[src/rtl/fir_coeff_load_ctrl.sv]
// FIR coefficient load sequencer: gates host SRAM writes, replays SRAM
// into the coefficient bank, zero-fills unused taps, then enables the MAC.
module fir_coeff_load_ctrl #(
  parameter int DATA_W = 16,
  parameter int DEPTH  = 33,
  parameter int ADDR_W = 6
) (
  input  logic              iClk_12M,
  input  logic              iRst,
  input  logic              iCoeffUpdateFlag,
  input  logic              iCsnRam,
  input  logic              iWrnRam,
  input  logic [ADDR_W-1:0] iAddrRam,
  input  logic [DATA_W-1:0] iWrDtRam,
  input  logic [ADDR_W-1:0] iNumOfCoeff,
  input  logic [DATA_W-1:0] iRdDtRam,
  output logic              oCsnRam,
  output logic              oWrnRam,
  output logic [ADDR_W-1:0] oAddrRam,
  output logic [DATA_W-1:0] oWrDtRam,
  output logic              oCoeffWe,
  output logic [ADDR_W-1:0] oCoeffIdx,
  output logic [DATA_W-1:0] oCoeffDt,
  output logic              oEnDelay,
  output logic              oEnAcc,
  output logic              oBusy,
  output logic              oLoadDone
);

  typedef enum logic [2:0] {
    S_IDLE, S_UPDATE, S_LOAD, S_FLUSH, S_CLEAR, S_RUN
  } state_e;

  localparam logic [ADDR_W-1:0] DEPTH_A = ADDR_W'(DEPTH);
  localparam logic [ADDR_W-1:0] LAST_A  = ADDR_W'(DEPTH - 1);

  state_e              state_q, state_d;
  logic                csn_q, csn_d, wrn_q, wrn_d;
  logic [ADDR_W-1:0]   addr_q, addr_d;
  logic [DATA_W-1:0]   wdt_q, wdt_d;
  logic                we_q, we_d;
  logic [ADDR_W-1:0]   idx_q, idx_d;
  logic [DATA_W-1:0]   dt_q, dt_d;
  logic                en_q, en_d, busy_q, busy_d, done_q, done_d;
  logic [ADDR_W-1:0]   num_q, num_d, clr_q, clr_d, pidx_q, pidx_d;
  logic                pend_q, pend_d;
  logic [ADDR_W-1:0]   num_eff;

  assign num_eff = (iNumOfCoeff > DEPTH_A) ? DEPTH_A : iNumOfCoeff;

  always_comb begin
    state_d = state_q;
    csn_d   = 1'b1;
    wrn_d   = 1'b1;
    addr_d  = addr_q;
    wdt_d   = wdt_q;
    we_d    = 1'b0;
    idx_d   = idx_q;
    dt_d    = dt_q;
    num_d   = num_q;
    clr_d   = clr_q;
    pidx_d  = pidx_q;
    pend_d  = 1'b0;
    // A read issued last cycle has its data on iRdDtRam now
    if (pend_q && !iCoeffUpdateFlag) begin
      we_d  = 1'b1;
      idx_d = pidx_q;
      dt_d  = iRdDtRam;
    end
    unique case (state_q)
      S_IDLE: begin
        if (iCoeffUpdateFlag) state_d = S_UPDATE;
      end
      S_UPDATE: begin
        if (iCoeffUpdateFlag) begin
          csn_d  = iCsnRam | (iAddrRam >= DEPTH_A);
          wrn_d  = iWrnRam;
          addr_d = iAddrRam;
          wdt_d  = iWrDtRam;
        end else begin
          num_d = num_eff;
          clr_d = num_eff;
          if (num_eff == '0) begin
            state_d = S_CLEAR;
          end else begin
            state_d = S_LOAD;
            csn_d   = 1'b0;
            addr_d  = '0;
          end
        end
      end
      S_LOAD: begin
        if (iCoeffUpdateFlag) begin
          state_d = S_UPDATE;
          addr_d  = '0;
          clr_d   = '0;
          pidx_d  = '0;
        end else begin
          pend_d = 1'b1;
          pidx_d = addr_q;
          if (addr_q == num_q - ADDR_W'(1)) begin
            state_d = S_FLUSH;
          end else begin
            csn_d  = 1'b0;
            addr_d = addr_q + ADDR_W'(1);
          end
        end
      end
      S_FLUSH: begin
        if (iCoeffUpdateFlag) begin
          state_d = S_UPDATE;
          clr_d   = '0;
          pidx_d  = '0;
        end else if (num_q == DEPTH_A) begin
          state_d = S_RUN;
        end else begin
          state_d = S_CLEAR;
        end
      end
      S_CLEAR: begin
        if (iCoeffUpdateFlag) begin
          state_d = S_UPDATE;
          clr_d   = '0;
        end else begin
          we_d  = 1'b1;
          idx_d = clr_q;
          dt_d  = '0;
          if (clr_q == LAST_A) state_d = S_RUN;
          else clr_d = clr_q + ADDR_W'(1);
        end
      end
      S_RUN: begin
        if (iCoeffUpdateFlag) state_d = S_UPDATE;
      end
      default: state_d = S_IDLE;
    endcase
    en_d   = (state_d == S_RUN);
    done_d = (state_d == S_RUN) && (state_q != S_RUN);
    busy_d = (state_d == S_UPDATE) || (state_d == S_LOAD) ||
             (state_d == S_FLUSH) || (state_d == S_CLEAR);
  end

  always_ff @(posedge iClk_12M) begin
    if (iRst) begin
      state_q <= S_IDLE;
      csn_q   <= 1'b1;
      wrn_q   <= 1'b1;
      addr_q  <= '0;
      wdt_q   <= '0;
      we_q    <= 1'b0;
      idx_q   <= '0;
      dt_q    <= '0;
      en_q    <= 1'b0;
      busy_q  <= 1'b0;
      done_q  <= 1'b0;
      num_q   <= '0;
      clr_q   <= '0;
      pidx_q  <= '0;
      pend_q  <= 1'b0;
    end else begin
      state_q <= state_d;
      csn_q   <= csn_d;
      wrn_q   <= wrn_d;
      addr_q  <= addr_d;
      wdt_q   <= wdt_d;
      we_q    <= we_d;
      idx_q   <= idx_d;
      dt_q    <= dt_d;
      en_q    <= en_d;
      busy_q  <= busy_d;
      done_q  <= done_d;
      num_q   <= num_d;
      clr_q   <= clr_d;
      pidx_q  <= pidx_d;
      pend_q  <= pend_d;
    end
  end

  assign oCsnRam   = csn_q;
  assign oWrnRam   = wrn_q;
  assign oAddrRam  = addr_q;
  assign oWrDtRam  = wdt_q;
  assign oCoeffWe  = we_q;
  assign oCoeffIdx = idx_q;
  assign oCoeffDt  = dt_q;
  assign oEnDelay  = en_q;
  assign oEnAcc    = en_q;
  assign oBusy     = busy_q;
  assign oLoadDone = done_q;

endmodule

[config.mk]
export PLATFORM = sky130hd
export DESIGN_NAME = fir_coeff_load_ctrl
export DESIGN_NICKNAME = d
export VERILOG_FILES = /design/src/rtl/fir_coeff_load_ctrl.sv
export SDC_FILE = /design/constraint.sdc
export NUM_CORES = 1
export LEC_CHECK = 0
export BUFFER_PORTS_ARGS = -buffer_cell sky130_fd_sc_hd__buf_4
export CAP_MARGIN = 10
export CELL_PAD_IN_SITES_DETAIL_PLACEMENT = 1
export CELL_PAD_IN_SITES_GLOBAL_PLACEMENT = 2
export CORE_MARGIN = 10
export CORE_UTILIZATION = 26
export DETAILED_ROUTE_END_ITERATION = 16
export PLACE_DENSITY_LB_ADDON = 0.1
export SETUP_SLACK_MARGIN = 0.15
export SLEW_MARGIN = 10
export SYNTH_ARGS = -nofsm -noshare
export SYNTH_HDL_FRONTEND = slang
export SYNTH_SLANG_ARGS = --single-unit
[constraint.sdc]
create_clock -name iClk_12M -period 2 [get_ports iClk_12M]
set_input_delay 0.1 -clock iClk_12M [delete_from_list [all_inputs] [get_ports iClk_12M]]
set_output_delay 0.1 -clock iClk_12M [all_outputs]
set_load 0.02 [all_outputs]
-- Word-level counts from Yosys, hierarchy flattened
Index checks and enable logic that the tools add are counted.
- $add $sub $neg: 3
- multipliers: 0
- div/mod/pow operators: 0
- $lt $le $gt $ge: 2
- equality and inequality tests: 20
- shift-type cells: 0
- mux-type cells: 38
- bitwise logic cells: 4
- reductions and logical operators: 20
- operators by type and width (kind ; number):
    $mux W6 ; 13
    $mux W16 ; 3
    $mux W3 ; 8
    $pmux W6 S2 ; 2
    $pmux W6 S3 ; 1
    $pmux W3 S5 ; 1
    $add A6 B1 Y6 const B ; 2
    $eq A3 B2 Y1 const B ; 4
    $eq A3 B3 Y1 const B ; 4
    $eq A6 B6 Y1 const B ; 2
    $ne A3 B3 Y1 const B ; 4
    $mux W1 ; 9
    $eq A3 B1 Y1 const B ; 2
    $eq A6 B6 Y1 ; 1
    $ge A6 B6 Y1 const B ; 1
    $gt A6 B6 Y1 const B ; 1
    $logic_not A6 Y1 ; 1
    $reduce_and A2 Y1 ; 3
    $reduce_or A2 Y1 ; 3
    $sub A6 B1 Y6 const B ; 1
    $ne A2 B2 Y1 const B ; 2
    $reduce_and A4 Y1 ; 1
    $reduce_bool A2 Y1 ; 2
    $logic_not A3 Y1 ; 1
    other kinds (10) ; 15
- bits in registers: 72
- latch bits: 0
- RAM bits: 0
- memory bits (read-only): 0
- logic and storage cells: 102
- memories kept: 0

-- Longest topological paths before layout
- depth after elaboration: 10
- gate-level depth with buffers: 9
- mapped depth without buffers: 8

-- Worst setup path after synthesis
Ideal clock, no wire load.
- kind: register -> register
- start point: register num_q[0]
- end point: register addr_q[0] (netlist: oAddrRam[0])
- library setup time: 128 ps
- arrival: 1848 ps
- slack: 24 ps
- stages on the path, launching flop included: 9
- buffers on the path: 0
- clock period less this slack: 1976 ps
- path through: dfxtp_1 inv_1 ha_1 xnor2_1 nor2_1 nand4_1 o31ai_4 mux2i_1 nor2_1
- cells in the longest elaborated chain, start to end: 4
- RTL lines (element ; RTL line ; RTL):
    start: declaration ; 45 ; logic [ADDR_W-1:0] num_q, num_d, clr_q, clr_d, pidx_q, pidx_d;
    start signal: assignment ; 172 ; num_q <= num_d;
    $sub A6 B1 Y6 ; 101 ; if (addr_q == num_q - ADDR_W'(1)) begin
    $eq A6 B6 Y1 ; 101 ;
    $ne A3 B3 Y1 (no source line) ; - ;
    $reduce_and A3 Y1 (no source line) ; - ;
    end signal: assignment ; 164 ; addr_q <= addr_d;
    end: declaration ; 39 ; logic [ADDR_W-1:0] addr_q, addr_d;
No other way between the ends.
A chain may end at the register's enable or synchronous reset.

-- Final worst setup path
- start point: register num_q[1]
- end point: register addr_q[3] (netlist: oAddrRam[3])
The elaborated chain is that of the path after synthesis.

==> impl_metrics.csv <==
group,metric,value,unit
outcome,status,"complete, no violations",
global_route,grt_pass1_vias,3339,
synthesis,yosysUniqueCellTypes,47,
global_route,gr-usage-all-layers,0.131,
die,dieWidth,131,um
timing,skew,0.00561,ns
clock_tree,cts.sinks,72,
timing,grt_setup_unrepaired,"yes",
synthesis,synth-edff-count,0,
synthesis,yosysSeqAreaShare,0.453,
routing,drtAntennaViolNets,0,
synthesis,async_flop_share,0,
placed_design,hpwl,8260,um
routing,drc,0,
global_route,antenna_found_initial,0,
timing,drv_slew,0,
routing,viasPerCell,4.66,
routing,vias,3165,
setup_path,cp.required,2.22,ns
routing,firstDrtPassIters,4,
placed_design,portBuffers,99,
synthesis,synth_flop_cell,"dfxtp_1",
timing,setup_viol,0,
synthesis,synth_area_leader_cell,"dfxtp_1",
synthesis,synth_fp_nets,445,
timing,worstMarginPinSlew,0.451,ns
setup_path,path_max_fanout,8,
finish,syn2layout_area_growth,52.4,%
die,fp.dieH,131,um
die,rows,40,
die,ios,100,
synthesis,yosysMostFrequentCell,"nand2_1",
setup_path,cp_cell_sequence,"inv_2 -> ha_4 -> nor3b_4 -> xnor2_1 -> nand4_1 -> o31ai_4 -> buf_12 -> mux2i_1 -> nor2_1",
clock_tree,cts_buffer_depth,2,
clock_tree,cts_root_buffer,"clkbuf_16",
finish,diodes,0,
synthesis,yosys_warnings,0,
finish,fin_cells,679,
setup_path,critical_path.top_delay_family,"simple AND/OR/NAND/NOR gates",
global_route,grt_max_degree,28,
routing,wl_per_cell,16.4,um
synthesis,synth-seq-cells,72,
finish,drive_gt1_frac,0.353,
clock_tree,cts_tree,"built",
pwr,power.total,0.00347,W
timing,finalSetupTns,0,ns
setup_path,worstSetupStartpointType,"register",
global_route,gr-total-overflow,0,
clock_tree,numCtsBuffers,9,
timing,layout_min_cycle_time,1.88,ns
clock_tree,htree_num_levels,3,
finish,final_core_util,0.404,
synthesis,yosysTopAreaCellShare,0.453,
die,die_area,17100,sq um
placed_design,gp_congestion,0.761,
die,initial_core_util,0.265,
synthesis,synth_top_cells_by_area,"dfxtp_1 45%, nand2_1 9.8%, a21oi_1 7.7%",
timing,fin_crit_sh,0.941,
timing,finalHoldViolations,0,
finish,nets,581,
clock_tree,insertion_delay,0.34,ns
setup_path,crit_arrival,2.10,ns
setup_path,cpPeakStageDelay,0.33,ns
timing,relSlewSlack,0.698,
setup_path,end_kind,"register",
pwr,vdd_ir_drop_max,0.000339,V
synthesis,synthTopCellsByCount,"83 x nand2_1, 72 x dfxtp_1, 49 x a21oi_1",
pwr,p_leak,1.98,nW
routing,wl,11100,um
setup_path,critPathBufInv,2,
setup_path,cp_slowest_cell,"dfxtp_2",
pwr,powerDensity,715,nW/um^2
routing,first_iter_violations,80,
synthesis,syn_area_per_cell,8.14,sq um
flow_run,drv_cap,0,
clock_tree,clk_pin_slew,0.06,ns
placed_design,placed_cells,643,
finish,fillCellCount,1439,
hold_path,hold_path.class,"primary input to register",
die,core,12000,sq um
synthesis,synth_cells,391,
synthesis,netlist_area,3180,sq um
timing,max_freq,0.531,GHz
timing,timing.hold.ws,0.0115,ns
global_route,grt_pass1_wl,17600,um
setup_path,worst-setup-path-type,"register to register",
## cell usage in the layout, fill, tap and decap left out, drive strengths merged, types with 6 or more instances in the layout
cell         count
a21oi           49
a22o             6
buf            136
clkbuf          12
dfxtp           72
dlygate4sd3     15
inv              7
nand2           83
nand2b           6
nand3            6
nor2            33
nor2b            7
nor3            10
nor3b           10
o21ai            8
xnor2            9
## worst reg2reg max path: cells and delay by family (launching register included)
| kind | cells | cell delay (ns) |
|---|---|---|
| flip-flops | 1 | 0.33 |
| AO/OA/AOI/OAI | 1 | 0.27 |
| buffers and inverters | 2 | 0.23 |
| AND/OR/NAND/NOR | 3 | 0.48 |
| multiplexers | 1 | 0.18 |
| adder cells (fa/ha/maj) | 1 | 0.13 |
| XOR/XNOR | 1 | 0.15 |
## metal layers
metal	GRT usage	share of wire	up-vias
met3	0.0355	0.054	13
met2	0.216	0.48	68
met4	0.0549	0.017	0
met5	0	0	-
met1	0.156	0.44	1476
li1	-	-	1608
## metrics by stage
step                cell area (sq um)  setup slack (ns)
CTS                              4810            0.0409
detailed placement               4260           -0.0643
global placement                 4260            0.0386
finish                           4850             0.119
floorplan                        3190             0.151
global route                     4850            0.0125
## where the power goes
group          switching, W  total (W)  leakage (nW)  internal (W)
clock              0.000636    0.00157         0.137      0.000939
sequential        0.0000187    0.00148         0.586       0.00146
combinational      0.000198   0.000414          1.25      0.000216
total              0.000852    0.00347          1.98       0.00262
## final cells by class
class	instances	area (sq um)	share of cell area
timing repair buffer	151	1200	0.247
tap	147	184	0.0379
multi-input combinational	286	1700	0.350
inverter	7	26.3	0.00542
clock buffer	12	267	0.0549
clock inverter	4	27.5	0.00567
sequential	72	1460	0.300
## timing repair
item / CTS / global route
buffers inserted: 3 / 2
hold buffers: 15 / 0
pin swaps: 12 / 12
gates cloned: 0 / 0
resized for setup: 17 / 13
endpoints found under the hold margin: 15 / 0
setup endpoints to repair: 12 / 49
## final timing paths
check	startpoint	to	slack [ns]	depth (start not counted)
min	iWrDtRam[13]	oWrDtRam[13]	0.01	3
max	num_q[1]	oAddrRam[3]	0.12	9
min reg2reg	oCoeffDt[8]	oCoeffDt[8]	0.45	2
max reg2reg	num_q[1]	oAddrRam[3]	0.12	9
## sequential cells by signal (all words and copies together) (netlist names)
name / flops
oEnAcc: 1
oCoeffDt: 16
num_q: 6
oCoeffWe: 1
oAddrRam: 6
state_q: 3
oWrnRam: 1
oCoeffIdx: 6
oWrDtRam: 16
oLoadDone: 1
clr_q: 6
pidx_q: 6
oBusy: 1
oCsnRam: 1
pend_q: 1
## logic make-up (layout without fill, tap and decap cells)
logic type,after synthesis,count (layout),share of synthesized area
buf+inv,33,174,0.0413
compound gates,92,92,0.185
fa+ha+maj,5,5,0.0196
mux,4,4,0.0126
xor+xnor,14,14,0.0385
flops,72,72,0.453
simple gates,171,171,0.250
Note: power is estimated with default switching activity, not from simulation.
